$ cat config.mk
export PLATFORM = sky130hd
export DESIGN_NAME = rvc_fetch_aligner_flat
export DESIGN_NICKNAME = d
export VERILOG_FILES = /design/src/rtl/rvc_fetch_aligner_if.sv /design/src/rtl/rvc_fetch_aligner.sv /design/src/flat_wrapper.sv
export SDC_FILE = /design/constraint.sdc
export NUM_CORES = 1
export LEC_CHECK = 0
export CORE_ASPECT_RATIO = 1.4
export CORE_UTILIZATION = 55
export CTS_CLUSTER_DIAMETER = 120
export CTS_CLUSTER_SIZE = 20
export DETAILED_ROUTE_END_ITERATION = 16
export PLACE_DENSITY = 0.79
export SLEW_MARGIN = 20
export SYNTH_ARGS = -nofsm -noshare
export SYNTH_HDL_FRONTEND = slang
export SYNTH_SLANG_ARGS = --single-unit
$ cat constraint.sdc
create_clock -name clk -period 10.4 [get_ports clk]
set_input_delay 1.04 -clock clk [delete_from_list [all_inputs] [get_ports clk]]
set_output_delay 1.04 -clock clk [all_outputs]
set_load 0.05 [all_outputs]
$ cat src/rtl/rvc_fetch_aligner_if.sv
// Handshake bundle between instruction memory, the fetch aligner and decode.
interface rvc_fetch_aligner_if;
  logic        flush;
  logic [31:0] flush_pc;
  logic        in_valid;
  logic        in_ready;
  logic [31:0] in_word;
  logic        out_valid;
  logic        out_ready;
  logic [31:0] out_instr;
  logic [31:0] out_pc;
  logic        out_compressed;
  logic        out_illegal;

  modport slave (
    input  flush, flush_pc, in_valid, in_word, out_ready,
    output in_ready, out_valid, out_instr, out_pc, out_compressed, out_illegal
  );

  modport master (
    output flush, flush_pc, in_valid, in_word, out_ready,
    input  in_ready, out_valid, out_instr, out_pc, out_compressed, out_illegal
  );
endinterface

$ cat src/rtl/rvc_fetch_aligner.sv
// Halfword-buffered fetch aligner with RV32C expansion; one instruction per cycle to decode.
// Define RVC_SP_EN to expand the stack-pointer forms (C.ADDI4SPN, C.ADDI16SP, C.LWSP, C.SWSP).
module rvc_fetch_aligner #(
  parameter int unsigned HW_DEPTH = 8,
  parameter logic [31:0] PC_RESET = 32'h0000_0000
) (
  input logic                clk,
  input logic                rst,
  rvc_fetch_aligner_if.slave bus
);
  localparam int unsigned PtrW = $clog2(HW_DEPTH);
  localparam int unsigned CntW = $clog2(HW_DEPTH + 1);

  typedef enum logic [0:0] {StRun, StSkip} state_e;

  logic [15:0]     buf_q [HW_DEPTH];
  logic [PtrW-1:0] head_q, head_d, tail_q, tail_d;
  logic [PtrW-1:0] head_p1, head_p2, tail_p1, tail_p2;
  logic [CntW-1:0] count_q, count_d, need, push_amt, pop_amt;
  logic [31:0]     pc_q, pc_d;
  state_e          state_q, state_d;
  logic [15:0]     hw0, hw1;
  logic            is32, valid, push, pop;
  logic [32:0]     exp_c;

  function automatic logic [PtrW-1:0] ptr_inc(input logic [PtrW-1:0] p);
    return (p == PtrW'(HW_DEPTH - 1)) ? '0 : p + PtrW'(1);
  endfunction

  // Returns {illegal, expanded instruction} for a 16-bit parcel.
  function automatic logic [32:0] expand(input logic [15:0] c);
    logic [31:0] r;
    logic        ill;
    logic [4:0]  rd, rs2, rdp, rs1p;
    logic [11:0] imm6;
    logic [20:0] joff;
    logic [12:0] boff;
    r    = '0;
    ill  = 1'b0;
    rd   = c[11:7];
    rs2  = c[6:2];
    rdp  = {2'b01, c[4:2]};
    rs1p = {2'b01, c[9:7]};
    imm6 = {{7{c[12]}}, c[6:2]};
    joff = {{10{c[12]}}, c[8], c[10:9], c[6], c[7], c[2], c[11], c[5:3], 1'b0};
    boff = {{5{c[12]}}, c[6:5], c[2], c[11:10], c[4:3], 1'b0};
    case ({c[1:0], c[15:13]})
      5'b00_000: begin
`ifdef RVC_SP_EN
        r   = {2'b00, c[10:7], c[12:11], c[5], c[6], 2'b00, 5'd2, 3'b000, rdp, 7'b0010011};
        ill = (c[12:5] == 8'h00);
`else
        ill = 1'b1;
`endif
      end
      5'b00_010: r = {5'b0, c[5], c[12:10], c[6], 2'b00, rs1p, 3'b010, rdp, 7'b0000011};
      5'b00_110: r = {5'b0, c[5], c[12], rdp, rs1p, 3'b010, c[11:10], c[6], 2'b00, 7'b0100011};
      5'b01_000: r = {imm6, rd, 3'b000, rd, 7'b0010011};
      5'b01_001: r = {joff[20], joff[10:1], joff[11], joff[19:12], 5'd1, 7'b1101111};
      5'b01_010: r = {imm6, 5'd0, 3'b000, rd, 7'b0010011};
      5'b01_011: begin
        if (rd == 5'd2) begin
`ifdef RVC_SP_EN
          r   = {{3{c[12]}}, c[4:3], c[5], c[2], c[6], 4'b0000, 5'd2, 3'b000, 5'd2, 7'b0010011};
          ill = ({c[12], c[6:2]} == 6'h00);
`else
          ill = 1'b1;
`endif
        end else begin
          r   = {{15{c[12]}}, c[6:2], rd, 7'b0110111};
          ill = ({c[12], c[6:2]} == 6'h00);
        end
      end
      5'b01_100: begin
        unique case (c[11:10])
          2'b00: begin
            r   = {7'b0000000, c[6:2], rs1p, 3'b101, rs1p, 7'b0010011};
            ill = c[12];
          end
          2'b01: begin
            r   = {7'b0100000, c[6:2], rs1p, 3'b101, rs1p, 7'b0010011};
            ill = c[12];
          end
          2'b10: r = {imm6, rs1p, 3'b111, rs1p, 7'b0010011};
          default: begin
            ill = c[12];  // RV64 SUBW/ADDW space
            unique case (c[6:5])
              2'b00:   r = {7'b0100000, rdp, rs1p, 3'b000, rs1p, 7'b0110011};
              2'b01:   r = {7'b0000000, rdp, rs1p, 3'b100, rs1p, 7'b0110011};
              2'b10:   r = {7'b0000000, rdp, rs1p, 3'b110, rs1p, 7'b0110011};
              default: r = {7'b0000000, rdp, rs1p, 3'b111, rs1p, 7'b0110011};
            endcase
          end
        endcase
      end
      5'b01_101: r = {joff[20], joff[10:1], joff[11], joff[19:12], 5'd0, 7'b1101111};
      5'b01_110: r = {boff[12], boff[10:5], 5'd0, rs1p, 3'b000, boff[4:1], boff[11], 7'b1100011};
      5'b01_111: r = {boff[12], boff[10:5], 5'd0, rs1p, 3'b001, boff[4:1], boff[11], 7'b1100011};
      5'b10_000: begin
        r   = {7'b0000000, c[6:2], rd, 3'b001, rd, 7'b0010011};
        ill = c[12];
      end
      5'b10_010: begin
`ifdef RVC_SP_EN
        r   = {4'b0000, c[3:2], c[12], c[6:4], 2'b00, 5'd2, 3'b010, rd, 7'b0000011};
        ill = (rd == 5'd0);
`else
        ill = 1'b1;
`endif
      end
      5'b10_100: begin
        if (!c[12]) begin
          if (rs2 == 5'd0) begin
            r   = {12'h000, rd, 3'b000, 5'd0, 7'b1100111};
            ill = (rd == 5'd0);
          end else begin
            r = {7'b0000000, rs2, 5'd0, 3'b000, rd, 7'b0110011};
          end
        end else if (rs2 == 5'd0) begin
          r = (rd == 5'd0) ? 32'h0010_0073 : {12'h000, rd, 3'b000, 5'd1, 7'b1100111};
        end else begin
          r = {7'b0000000, rs2, rd, 3'b000, rd, 7'b0110011};
        end
      end
      5'b10_110: begin
`ifdef RVC_SP_EN
        r = {4'b0000, c[8:7], c[12], rs2, 5'd2, 3'b010, c[11:9], 2'b00, 7'b0100011};
`else
        ill = 1'b1;
`endif
      end
      default: ill = 1'b1;  // FP loads/stores and reserved quadrant-0 slot
    endcase
    if (c == 16'h0000) ill = 1'b1;
    if (ill) r = {16'h0000, c};
    return {ill, r};
  endfunction

  assign head_p1 = ptr_inc(head_q);
  assign head_p2 = ptr_inc(head_p1);
  assign tail_p1 = ptr_inc(tail_q);
  assign tail_p2 = ptr_inc(tail_p1);

  assign hw0  = buf_q[head_q];
  assign hw1  = buf_q[head_p1];
  assign is32 = (hw0[1:0] == 2'b11);
  assign need = is32 ? CntW'(2) : CntW'(1);

  assign valid        = (count_q >= need) && !bus.flush;
  assign bus.in_ready = (count_q <= CntW'(HW_DEPTH - 2)) && !bus.flush;
  assign push         = bus.in_valid && bus.in_ready;
  assign pop          = valid && bus.out_ready;
  assign push_amt     = !push ? '0 : (state_q == StSkip) ? CntW'(1) : CntW'(2);
  assign pop_amt      = pop ? need : '0;
  assign exp_c        = expand(hw0);

  always_comb begin
    head_d  = head_q;
    tail_d  = tail_q;
    count_d = count_q;
    pc_d    = pc_q;
    state_d = state_q;
    if (bus.flush) begin
      head_d  = '0;
      tail_d  = '0;
      count_d = '0;
      pc_d    = {bus.flush_pc[31:1], 1'b0};
      state_d = bus.flush_pc[1] ? StSkip : StRun;
    end else begin
      if (push) begin
        tail_d  = (state_q == StSkip) ? tail_p1 : tail_p2;
        state_d = StRun;
      end
      if (pop) begin
        head_d = is32 ? head_p2 : head_p1;
        pc_d   = pc_q + (is32 ? 32'd4 : 32'd2);
      end
      count_d = count_q + push_amt - pop_amt;
    end
  end

  always_ff @(posedge clk) begin
    if (rst) begin
      head_q  <= '0;
      tail_q  <= '0;
      count_q <= '0;
      pc_q    <= PC_RESET;
      state_q <= StRun;
    end else begin
      head_q  <= head_d;
      tail_q  <= tail_d;
      count_q <= count_d;
      pc_q    <= pc_d;
      state_q <= state_d;
    end
  end

  // Slot contents need no reset: count gates every read.
  always_ff @(posedge clk) begin
    if (push) begin
      if (state_q == StSkip) begin
        buf_q[tail_q] <= bus.in_word[31:16];
      end else begin
        buf_q[tail_q]  <= bus.in_word[15:0];
        buf_q[tail_p1] <= bus.in_word[31:16];
      end
    end
  end

  always_comb begin
    bus.out_valid      = valid;
    bus.out_pc         = pc_q;
    bus.out_instr      = '0;
    bus.out_compressed = 1'b0;
    bus.out_illegal    = 1'b0;
    if (valid) begin
      if (is32) begin
        bus.out_instr = {hw1, hw0};
      end else begin
        bus.out_instr      = exp_c[31:0];
        bus.out_compressed = 1'b1;
        bus.out_illegal    = exp_c[32];
      end
    end
  end
endmodule

$ cat src/flat_wrapper.sv
// flat-port wrapper written by rule: the top's interface ports become plain ports
module rvc_fetch_aligner_flat 
#(
  parameter int unsigned HW_DEPTH = 8,
  parameter logic [31:0] PC_RESET = 32'h0000_0000
)
  (clk, rst, bus_flush, bus_flush_pc, bus_in_valid, bus_in_word, bus_out_ready, bus_in_ready, bus_out_valid, bus_out_instr, bus_out_pc, bus_out_compressed, bus_out_illegal);
  rvc_fetch_aligner_if bus_i ();
  input logic clk;
  input logic rst;
  input wire logic [$bits(bus_i.flush)-1:0] bus_flush;
  input wire logic [$bits(bus_i.flush_pc)-1:0] bus_flush_pc;
  input wire logic [$bits(bus_i.in_valid)-1:0] bus_in_valid;
  input wire logic [$bits(bus_i.in_word)-1:0] bus_in_word;
  input wire logic [$bits(bus_i.out_ready)-1:0] bus_out_ready;
  output wire logic [$bits(bus_i.in_ready)-1:0] bus_in_ready;
  output wire logic [$bits(bus_i.out_valid)-1:0] bus_out_valid;
  output wire logic [$bits(bus_i.out_instr)-1:0] bus_out_instr;
  output wire logic [$bits(bus_i.out_pc)-1:0] bus_out_pc;
  output wire logic [$bits(bus_i.out_compressed)-1:0] bus_out_compressed;
  output wire logic [$bits(bus_i.out_illegal)-1:0] bus_out_illegal;
  assign bus_i.flush = bus_flush;
  assign bus_i.flush_pc = bus_flush_pc;
  assign bus_i.in_valid = bus_in_valid;
  assign bus_i.in_word = bus_in_word;
  assign bus_i.out_ready = bus_out_ready;
  assign bus_in_ready = bus_i.in_ready;
  assign bus_out_valid = bus_i.out_valid;
  assign bus_out_instr = bus_i.out_instr;
  assign bus_out_pc = bus_i.out_pc;
  assign bus_out_compressed = bus_i.out_compressed;
  assign bus_out_illegal = bus_i.out_illegal;
  rvc_fetch_aligner #(.HW_DEPTH(HW_DEPTH), .PC_RESET(PC_RESET)) u_core (.clk(clk), .rst(rst), .bus(bus_i));
endmodule
### Word-level counts from Yosys, hierarchy flattened

Memory sizes are Yosys's and may differ from the RTL's. A register that Yosys moved wholly into a read port is not among the register bits.
Cells that the tools add are included.

| cells by class | value |
|---|---|
| add/subtract/negate cells | 7 |
| magnitude comparators | 2 |
| eq/ne operators | 22 |
| multiplexer cells | 46 |
| bitwise gates (word level) | 1 |
| reduce and logical (&&, ||, !) cells | 15 |

Operators with widths:

| cell | number |
|---|---|
| $pmux W32 S12 | 1 |
| $mux W32 | 8 |
| $pmux W32 S3 | 1 |
| $pmux W31 S3 | 1 |
| $eq A5 B4 Y1 const B | 8 |
| $add A32 B32 Y32 | 1 |
| $mux W3 | 9 |
| $mux W25 | 1 |
| $mux W21 | 1 |
| $mux W1 | 18 |
| $logic_not A16 Y1 | 1 |
| $mux W16 | 1 |
| $add A3 B1 Y3 const B | 4 |
| $eq A3 B3 Y1 const B | 4 |
| $eq A5 B2 Y1 const B | 2 |
| $eq A5 B5 Y1 const B | 2 |
| $logic_not A5 Y1 | 2 |
| $mux W4 | 2 |
| $reduce_or A8 Y1 | 1 |
| $eq A2 B2 Y1 const B | 3 |
| $logic_not A6 Y1 | 1 |
| $eq A5 B3 Y1 const B | 1 |
| $pmux W1 S5 | 1 |
| $add A4 B4 Y4 | 1 |
| 11 further kinds | 18 |

| storage, ports and cells | value |
|---|---|
| register bits after elaboration | 43 |
| RAM bits | 128 |
| input port bits | 69 |
| output and inout port bits | 68 |
| memories kept | 1 |

Memory list:

| memory | depth | bits a word | rd ports | clocked after memory_dff | wr ports | RTL line | source |
|---|---|---|---|---|---|---|---|
| u_core.buf_q | 8 | 16 | 2 | 1 | 2 | rvc_fetch_aligner.sv:16 | `logic [15:0] buf_q [HW_DEPTH];` |

### Longest topological paths before layout

Gate-level depths: netlist (run 1).

| logic depth | value |
|---|---|
| word-level depth | 8 |
| depth in mapped cells | 21 |

### Worst setup path after synthesis (run 1)

Ideal clock, no wire load.

| timing | value |
|---|---|
| path kind | flip-flop to output port |
| start point | register (tool-made name) |
| end point | output bus_out_instr[19] |
| arrival | 4.776 ns |
| required time | 9.360 ns |
| setup slack | 4.584 ns |
| cell stages (with the launch flop) | 16 |
| buffers on the path | 4 |
| path through | dfxtp_1 -> buf_1 -> clkbuf_1 -> mux4_2 -> mux2_2 -> nand2_1 -> ha_1 -> nand2b_1 -> a21oi_1 -> o21ai_0 -> nand2_1 -> clkbuf_1 -> nor2_1 -> nand3_2 -> buf_6 -> o22ai_1 |

RTL lines:

| item | RTL line | source |
|---|---|---|
| end, declared | flat_wrapper.sv:18 | `output wire logic [$bits(bus_i.out_instr)-1:0] bus_out_instr;` |

==> impl_metrics.tcl, run 1 <==
set metrics [dict create \
    outcome "finished, final reports clean" \
    crit_chain "buf_4 > mux4_1 > mux2_2 > nand2_1 > ha_1 > nand2b_1 > a21oi_1 > o21ai_0 > nand2_1 > inv_1 > nand2_1 > o22ai_1 > clkdlybuf4s50_1" \
    layout_min_cycle_time_ns 7.26 \
    nNetsFinal 1347 \
    finalClockSkew_ns 0.00932 \
    pre_cts_ws_ns 3.64 \
    fin_setup_tns_ns 0 \
    hp-start "u_core.tail_q[2]$_SDFFE_PP0P_" \
    power.leakage_nw 4.47 \
    powerDensity_nw_per_um2 167 \
    max_clock_freq_mhz 138 \
    hold_ws_ns 0.564 \
    setup_viol 0 \
    clk_pin_slew_ns 0.07 \
    drtPass1Iterations 6 \
    portBuffers 134 \
    cp_slowest_stage_delay_ns 0.86 \
    postCtsSetupBuffers 0 \
    track_usage 0.331 \
    hp-class "reg -> reg" \
    hold_viol 0 \
    ctsHtreeMaxLevel 4 \
    rsz0062_at_grt "no" \
    maxCapViolCount 0 \
    power.switching_uw 817 \
    maxSlewViolCount 0 \
    fill_cells 1538 \
    finish.instance_area_um2 13400 \
    syn_avg_cell_area_um2 9.60 \
    antenna_found_initial 0 \
    synth-main-ff-cell "edfxtp_1" \
    worst-path-buf-inv 3 \
    die_area_um2 21100 \
    seq_area_um2 4750 \
    drtAntennaViolNets 0 \
    ys_ff_latch 173 \
    crit_path_end_kind "output port" \
    globalRouteOverflowTotal 0 \
    multi_input_area_um2 6040 \
    grt_pass1_wl_mm 51.8 \
    cp_top_family "buffers and inverters" \
    cts_resized 0 \
    vias 10100 \
    maxSlewHeadroom 0.241 \
    drc 0 \
    dp.final_hpwl_mm 22.8 \
    core-area_um2 20000 \
    syn_inst 1175 \
    yosysSeqAreaShare 0.420 \
    synth_edf_count 128 \
    die_h_um 171 \
    setup_slack_ns 3.14 \
    dieWidth_um 123 \
    clock_path_buffers 2 \
    globalplace.congestion 0.954 \
    via_per_inst 6.61 \
    area_delta_synth_final_pct 18.4 \
    cp_data_required_time_ns 9.36 \
    worst_ep_arrival_time_ns 6.22 \
    combPwrFrac 0.345 \
    cts_tree "yes" \
    grt_max_degree 64 \
    first_iter_violations 1259 \
    crit_top_cell "nand2_1" \
    io_pins 137 \
    grt_pass1_vias 9642 \
    clkPwrFrac 0.293 \
    routedWlPerCell_um 22.6 \
    yosysUniqueCellTypes 74 \
    fin_util 0.668 \
    seq_power_share 0.362 \
    cts_sinks 173 \
    clock_latency_ns 0.45 \
    synthArstFlopShare 0 \
    cts_buffers 17 \
    worstSetupStartpointType "flip-flop" \
    tightest_slew_ns 1.12 \
    syn_nets 1266 \
    fp-row-count 61 \
    internal-power_mw 1.42 \
    crit_type "reg -> out" \
    dpl_cell_area_um2 12800 \
    ys_warn_count 0 \
    drive_gt1_frac 0.117 \
    vdd_ir_drop_max_mv 0.151 \
    holdBufCountCts 0 \
    routed_wl_mm 34.3 \
    start_util 0.564 \
    period_share 0.698 \
    crit_slowest_cell "clkdlybuf4s50_1" \
    diodes 0 \
    root_buffer "clkbuf_16" \
    swShare 0.365 \
    crit_fanout 30 \
    syn_area_um2 11300 \
]
power by group through the flow:
stage / Clock, mW / Combinational [mW] / Sequential [mW]
floorplan: 0 / 0.497 / 0.845
global placement: 0 / 0.750 / 0.821
detailed placement: 0 / 0.759 / 0.823
CTS: 0.659 / 0.763 / 0.808
global route: 0.681 / 0.820 / 0.812
finish: 0.655 / 0.772 / 0.809
cells in the final DEF, fill, tap and decap left out, types with 5 or more instances in the layout:
cell type and n:
a22oi_1 8, a21oi_1 198, mux2i_1 33, nor4_1 22
xnor2_1 27, clkbuf_16 17, nand4_1 13, nor3_1 15
ha_1 19, o31ai_1 5, nor2_1 199, o21ai_0 12
inv_1 32, a211oi_1 36, o22ai_1 16, nand2_1 70
nand3_1 26, a222oi_1 5, dfxtp_1 44, mux4_2 46
a311oi_1 6, a221oi_1 5, clkdlybuf4s50_1 134, edfxtp_1 128
mux2_2 27, inv_6 6, o211ai_1 6, buf_4 25
cells in the mapped netlist, types with 4 or more instances:
master      n  area (µm²)
buf_2       4        20.0
edfxtp_1  128        3840
o211ai_1    6        45.0
mux2i_1    33         330
buf_1       7        26.3
a21oi_1   198         991
a211oi_1   36         270
a221oi_1    5        43.8
dfxtp_1    45         901
clkbuf_1   83         312
ha_1       19         238
nor3_1     16        80.1
and4_1      4        35.0
a311oi_1    6        52.6
inv_1      32         120
nand3_1    26         130
o21ai_0    12        60.1
o311ai_0    4        35.0
mux4_2     46        1040
xnor2_1    27         236
o22ai_1    16         100
xor2_1      4        35.0
nand4_1    13        81.3
nor2_1    201         754
a222oi_1    5        50.1
mux2_2     27         304
nand2_1    70         263
nor4_1     22         138
o31ai_1     5        37.5
a22oi_1     8        60.1
layout make-up:
class,instances,area share
multi-input cells,871,0.452
flip-flops and latches,173,0.355
repair buffers,159,0.114
clock buffers,17,0.0318
well taps,252,0.0236
clock inverters,15,0.0132
inverters,34,0.00955
routing by layer:
metal  GRT usage  part of all wire  vias to the layer above
met2       0.564              0.50                      599
met4       0.200             0.043                        0
met3      0.0531             0.086                      109
met5           0                 0                        -
li1            -                 -                     4581
met1       0.390              0.37                     4761
path summary, 6_finish.rpt:
| check | end | slack, ns | depth (start not counted) |
|---|---|---|---|
| hold / removal | u_core.tail_q[2]$_SDFFE_PP0P_ | 0.56 | 2 |
| setup reg to reg | u_core.count_q[2]$_SDFF_PP0_ | 4.69 | 18 |
| hold reg to reg | u_core.tail_q[2]$_SDFFE_PP0P_ | 0.56 | 2 |
| setup / recovery | bus_out_instr[17] | 3.14 | 13 |
cells by family after synthesis:
logic type,after synthesis,synth area share
XOR/XNOR,31,0.0241
other,1,0.000332
buffers and inverters,131,0.0457
AO/OA/AOI/OAI,331,0.179
AND/OR/NAND/NOR,376,0.148
multiplexers,110,0.156
adder cells (fa/ha/maj),22,0.0264
flip-flops,173,0.420
through the flow:
step | power [mW] | std cells
3_3_place_gp | 1.57 | 1489
2_1_floorplan | 1.34 | 1175
5_1_grt | 2.31 | 1521
3_5_place_dp | 1.58 | 1489
6_report | 2.24 | 1521
4_1_cts | 2.23 | 1521
flip-flops by register name, summed over array words and instances, names as in the netlist, named ones only:
register / flops
u_core.buf_q: 128
u_core.bus.out_pc: 31
u_core.count_q: 4
u_core.head_q: 3
u_core.tail_q: 3
u_core.state_q: 1
worst register-to-register path: stages, from the launching register on:
cell and delay (ns):
dfxtp_2 0.31, buf_4 0.47, mux4_1 0.69, mux2_2 0.40
nand2_1 0.33, ha_1 0.30, nand2b_1 0.14, a21oi_1 0.13
o21ai_0 0.22, nand2_1 0.64, inv_1 0.46, nand3_1 0.28
inv_1 0.08, ha_1 0.28, inv_1 0.04, ha_1 0.20
fa_1 0.44, xnor2_1 0.14, nor2_1 0.05
Note: power is estimated with default switching activity, not from simulation.
==> run 2: changes to the inputs <==
--- a/config.mk
+++ b/config.mk
@@ -6,11 +6,11 @@
 export NUM_CORES = 1
 export LEC_CHECK = 0
 export CORE_ASPECT_RATIO = 1.4
-export CORE_UTILIZATION = 55
+export CORE_UTILIZATION = 52
 export CTS_CLUSTER_DIAMETER = 120
 export CTS_CLUSTER_SIZE = 20
 export DETAILED_ROUTE_END_ITERATION = 16
-export PLACE_DENSITY = 0.79
+export PLACE_DENSITY = 0.78
 export SLEW_MARGIN = 20
 export SYNTH_ARGS = -nofsm -noshare
 export SYNTH_HDL_FRONTEND = slang
==> constraint.sdc (replaced) <==
create_clock -name clk -period 6.3 [get_ports clk]
set_input_delay 0.63 -clock clk [delete_from_list [all_inputs] [get_ports clk]]
set_output_delay 0.63 -clock clk [all_outputs]
set_load 0.05 [all_outputs]
==> run 2 against run 1 <==
Effect of this change: global-route usage down 1.4 points; combinational power is 67% higher; first-iteration DRC count fell by 7.2%; total power increased by 62%; clock power rose by 52%; design area hardly changed; final cell count grew 1.1%; wire length grew 1.3%; sequential share of layout area hardly changed.
==> impl_metrics.tcl, run 2 (synthesized netlist as in run 1, its figures left out) <==
set metrics [dict create \
    crit_top_cell "buf_4" \
    final_common_cell "nor2_1" \
    gr-usage-met2 0.540 \
    fp-row-count 63 \
    setup_viol 0 \
    globalplace.congestion 1.01 \
    die_area_um2 22300 \
    core-area_um2 21200 \
    diodes 0 \
    worstSetupStartpointType "flip-flop" \
    top_register "u_core.buf_q" \
    vdd_ir_drop_max_mv 0.316 \
    hp-class "reg -> reg" \
    largest_register_ffs 128 \
    clock_latency_ns 0.45 \
    via_per_inst 6.63 \
    crit_path_end_kind "output port" \
    postCtsSetupBuffers 0 \
    period_share 0.934 \
    first_iter_violations 1168 \
    root_buffer "clkbuf_16" \
    drtAntennaViolNets 0 \
    grt_pass1_vias 9818 \
    drc 0 \
    cp_slowest_stage_delay_ns 0.84 \
    nNetsFinal 1358 \
    antenna_found_initial 0 \
    maxSlewHeadroom 0.261 \
    outcome "finished, final reports clean" \
    dpl_cell_area_um2 12800 \
    worst_ep_arrival_time_ns 5.25 \
    hold_viol 0 \
    use_met1 0.372 \
    drive_gt1_frac 0.128 \
    ctsHtreeMaxLevel 4 \
    cts_sinks 173 \
    layout_min_cycle_time_ns 5.88 \
    clock_path_buffers 2 \
    finalClockSkew_ns 0.00874 \
    powerDensity_nw_per_um2 271 \
    finish.instance_area_um2 13400 \
    crit_type "reg -> out" \
    io_pins 137 \
    crit_fanout 20 \
    crit_slowest_cell "clkdlybuf4s50_1" \
    clk_pin_slew_ns 0.07 \
    grt_pass1_wl_mm 53.2 \
    maxSlewViolCount 0 \
    area_delta_synth_final_pct 18.4 \
    routedWlPerCell_um 22.6 \
    max_clock_freq_mhz 170 \
    globalRouteOverflowTotal 0 \
    track_usage 0.317 \
    final_cell_mix "199 x nor2_1, 198 x a21oi_1, 128 x edfxtp_1" \
    power.leakage_nw 4.51 \
    power.total_mw 3.63 \
    grt.busiest_layer "met2" \
    cts_tree "yes" \
    cts_buffers 17 \
    routed_wl_mm 34.8 \
    dp.final_hpwl_mm 23.7 \
    drtPass1Iterations 5 \
    maxCapViolCount 0 \
    portBuffers 134 \
    hold_ws_ns 0.569 \
    rsz0062_at_grt "no" \
    dieWidth_um 127 \
    tightest_slew_ns 1.11 \
    dp_cells 1508 \
    met3_usage 0.0597 \
    cp_data_required_time_ns 5.67 \
    start_util 0.532 \
    holdBufCountCts 0 \
    die_h_um 176 \
    cts_resized 0 \
    cp_top_family "buffers and inverters" \
    vias 10200 \
    fin_setup_tns_ns 0 \
    grt_max_degree 63 \
    crit_chain "buf_4 > mux4_1 > mux2_2 > nand2_1 > buf_4 > ha_1 > nand2b_1 > a21oi_1 > o21ai_0 > nand2_1 > buf_4 > inv_1 > o211ai_1 > o31ai_1 > clkdlybuf4s50_1" \
    layoutNonFillerInstCount 1537 \
    worst-path-buf-inv 5 \
]
-- run 2: cell count changes in the layout (fill, tap and decap cells not counted), moves of 2 or more --
| cell | change |
|---|---|
| clkinv_2 | +2 |
| clkbuf_1 | +3 |
| inv_6 | -6 |
| clkdlybuf4s50_1 | -12 |
| buf_4 | +22 |
| clkinv_1 | +2 |
| clkinvlp_4 | -3 |
| inv_8 | -3 |
-- run 2: path summary, 6_finish.rpt --
kind                                 start                       endpoint  slack [ns]  cells after the start
max reg2reg                      flip-flop   u_core.count_q[2]$_SDFF_PP0_        1.05                     20
min          u_core.tail_q[2]$_SDFFE_PP0P_  u_core.tail_q[2]$_SDFFE_PP0P_        0.57                      2
max                              flip-flop              bus_out_instr[12]        0.42                     15
min reg2reg  u_core.tail_q[2]$_SDFFE_PP0P_  u_core.tail_q[2]$_SDFFE_PP0P_        0.57                      2
-- run 2: metrics by stage --
| step | setup slack [ns] | utilization |
|---|---|---|
| global placement | 0.916 | 0.605 |
| floorplan | 0.894 | - |
| detailed placement | 0.897 | 0.605 |
| finish | 0.416 | 0.630 |
| global route | 0.157 | 0.630 |
| CTS | 0.406 | 0.630 |
-- run 2: area by class of cell --
| class | instances | area, µm² |
|---|---|---|
| Tap cell | 260 | 325 |
| Inverter | 34 | 128 |
| Multi-Input combinational cell | 871 | 6040 |
| Fill cell | 1710 | 7840 |
| Clock buffer | 20 | 437 |
| Clock inverter | 9 | 98.8 |
| Timing Repair Buffer | 170 | 1590 |
| Sequential cell | 173 | 4750 |
-- run 2: power breakdown --
part / leakage, nW / switching, mW / internal (mW) / total (mW)
Combinational: 2.73 / 0.834 / 0.455 / 1.29
Clock: 0.257 / 0.426 / 0.571 / 0.997
Sequential: 1.53 / 0.0417 / 1.30 / 1.34
-- run 2: routing by layer --
metal  vias to the layer above  wire [µm]
met3                       128       3150
li1                       4604          -
met5                         -          0
met4                         0       1650
met1                      4827      12700
met2                       626      17300
-- run 2: tightest hold or removal path, cell delays in order, from the launching register on --
cell	delay, ns
dfxtp_1	0.35
nor2_1	0.12
a211oi_1	0.05
==> run 3: changes to the inputs <==
--- a/config.mk
+++ b/config.mk
@@ -5,12 +5,13 @@
 export SDC_FILE = /design/constraint.sdc
 export NUM_CORES = 1
 export LEC_CHECK = 0
+export ABC_AREA = 1
 export CORE_ASPECT_RATIO = 1.4
 export CORE_UTILIZATION = 52
 export CTS_CLUSTER_DIAMETER = 120
 export CTS_CLUSTER_SIZE = 20
 export DETAILED_ROUTE_END_ITERATION = 16
-export PLACE_DENSITY = 0.78
+export PLACE_DENSITY = 0.77
 export SLEW_MARGIN = 20
 export SYNTH_ARGS = -nofsm -noshare
 export SYNTH_HDL_FRONTEND = slang
==> run 3 against run 2 <==
Effect of this change: critical path depth grew 4; non-clock buffer count is the same; die area grew 10%; synthesized area grew 10%; final cell count grew 45%; critical path type unchanged.
==> impl_metrics.tcl, run 3 <==
set metrics [dict create \
    maxSlewViolCount 0 \
    vias 13300 \
    routed_wl_mm 44.0 \
    cp_slowest_stage_delay_ns 0.79 \
    ys_ff_latch 173 \
    gr-usage-met2 0.656 \
    use_met1 0.397 \
    finish.instance_area_um2 14600 \
    synth_commonest_cells "556 x nand2_1, 224 x o21ai_0, 194 x inv_1" \
    start_util 0.532 \
    fin_setup_tns_ns 0 \
    cp_data_required_time_ns 5.67 \
    cts_sinks 173 \
    final_cell_mix "556 x nand2_1, 220 x o21ai_0, 194 x inv_1" \
    rsz0062_at_grt "no" \
    maxSlewHeadroom 0.333 \
    yosysSeqAreaShare 0.382 \
    finalClockSkew_ns 0.00787 \
    synth-main-ff-cell "edfxtp_1" \
    dp.final_hpwl_mm 30.7 \
    grt.busiest_layer "met2" \
    top_register "u_core.buf_q" \
    final_common_cell "nand2_1" \
    drtPass1Iterations 8 \
    seq_area_um2 4750 \
    fin_util 0.623 \
    grt_pass1_vias 12600 \
    nNetsFinal 2000 \
    synth_top_area_frac 0.309 \
    syn_avg_cell_area_um2 6.83 \
    synth_edf_count 128 \
    synth_area_leaders "edfxtp_1 31%, nand2_1 17%, o21ai_0 9.0%, dfxtp_1 7.2%, inv_1 5.9%" \
    largest_register_ffs 128 \
    via_per_inst 5.99 \
    syn_area_um2 12400 \
    first_iter_violations 1457 \
    diodes 0 \
    crit_path_end_kind "output port" \
    synthArstFlopShare 0 \
    tightest_slew_ns 0.988 \
    routedWlPerCell_um 19.8 \
    die_area_um2 24500 \
    antenna_found_initial 0 \
    drive_gt1_frac 0.0536 \
    layout_min_cycle_time_ns 5.76 \
    ctsHtreeMaxLevel 4 \
    cts_resized 0 \
    core-area_um2 23400 \
    globalplace.congestion 1.05 \
    dieWidth_um 133 \
    die_h_um 185 \
    fill_cells 2126 \
    syn_nets 1911 \
    crit_type "reg -> out" \
    hold_ws_ns 0.489 \
    io_pins 137 \
    multi_input_area_um2 6470 \
    yosysUniqueCellTypes 47 \
    powerDensity_nw_per_um2 269 \
    max_clock_freq_mhz 174 \
    portBuffers 134 \
    worst_ep_arrival_time_ns 5.13 \
    track_usage 0.365 \
    outcome "finished, final reports clean" \
    syn_inst 1820 \
    area_delta_synth_final_pct 17.1 \
    power.leakage_nw 6.32 \
    crit_chain "inv_6 > nand2_1 > nand3_1 > nand3_1 > nand2_2 > nor2_2 > inv_1 > ha_1 > inv_1 > nand2_1 > a21oi_1 > o21ai_0 > nand2_1 > nor2_1 > inv_1 > nor2_2 > nand2_1 > nand2_1 > clkdlybuf4s50_1" \
    dpl_cell_area_um2 14000 \
    synth_most_common_cell "nand2_1" \
    clock_path_buffers 2 \
    clock_latency_ns 0.44 \
    met3_usage 0.0588 \
    hold_viol 0 \
    root_buffer "clkbuf_16" \
    setup_viol 0 \
    clk_pin_slew_ns 0.06 \
    crit_slowest_cell "clkdlybuf4s50_1" \
    period_share 0.914 \
    globalRouteOverflowTotal 0 \
    holdBufCountCts 0 \
    grt_pass1_wl_mm 68.5 \
    fp-row-count 66 \
    cts_tree "yes" \
    grt_max_degree 60 \
    drtAntennaViolNets 0 \
    crit_top_cell "nand2_1" \
    synth_top_area_cell "edfxtp_1" \
    crit_fanout 59 \
    worstSetupStartpointType "flip-flop" \
    hp-class "reg -> reg" \
    cts_buffers 17 \
    drc 0 \
    vdd_ir_drop_max_mv 0.175 \
    postCtsSetupBuffers 0 \
    maxCapViolCount 0 \
    ys_warn_count 0 \
]
==> run 3: path summary, 6_finish.rpt <==
kind	start	end	slack (ns)	depth (start not counted)
worst max-delay path	flip-flop	bus_out_instr[17]	0.54	19
worst min-delay path	u_core.bus.out_pc[31]$_SDFFE_PP0P_	u_core.bus.out_pc[31]$_SDFFE_PP0P_	0.49	2
worst max register to register	flip-flop	u_core.count_q[3]$_SDFF_PP0_	1.11	24
worst min register to register	u_core.bus.out_pc[31]$_SDFFE_PP0P_	u_core.bus.out_pc[31]$_SDFFE_PP0P_	0.49	2
==> run 3: layout make-up <==
class,count,share of cell area
multi-input cells,1345,0.444
clock inverters,12,0.0101
inverters,202,0.0524
clock buffers,20,0.0300
flip-flops and latches,173,0.326
well taps,306,0.0263
repair buffers,170,0.111
==> run 3: metal layers <==
metal / part of all wire / vias to the layer above / wire length, µm
met5: 0 / - / 0
met3: 0.087 / 196 / 3850
met1: 0.36 / 6088 / 15600
li1: - / 6255 / -
met4: 0.061 / 0 / 2680
met2: 0.50 / 803 / 21900
==> run 3: stage by stage <==
step	setup slack (ns)	cells	total power, mW
global route	0.246	2228	4.08
finish	0.539	2228	3.91
floorplan	1.79	1820	2.36
detailed placement	0.871	2196	2.82
CTS	0.653	2228	3.87
global placement	0.930	2196	2.80
==> run 3: report_power, final <==
part	internal [mW]	switching, mW	leakage (nW)	total, mW
Clock	0.619	0.443	0.273	1.06
Combinational	0.442	1.05	4.51	1.49
Sequential	1.30	0.0527	1.53	1.35
Total	2.36	1.54	6.32	3.91
==> run 3: kinds of logic (layout without fill, tap and decap cells) <==
| kind of cell | after synthesis | count (layout) | synth area share |
|---|---|---|---|
| XOR/XNOR | 12 | 12 | 0.00845 |
| other | 1 | 1 | 0.000302 |
| AO/OA/AOI/OAI | 400 | 400 | 0.183 |
| flip-flops | 173 | 173 | 0.382 |
| adder cells (fa/ha/maj) | 22 | 22 | 0.0240 |
| AND/OR/NAND/NOR | 910 | 910 | 0.302 |
| buffers and inverters | 302 | 404 | 0.101 |
==> run 3: critical path: cells and delay by family, from the launching register on <==
family | cells | cell delay (ns)
AOI/OAI and AO/OA | 2 | 0.20
and+or+nand+nor | 11 | 2.01
buffers and inverters | 5 | 1.41
adders and majority gates | 1 | 0.29
DFF | 1 | 0.76
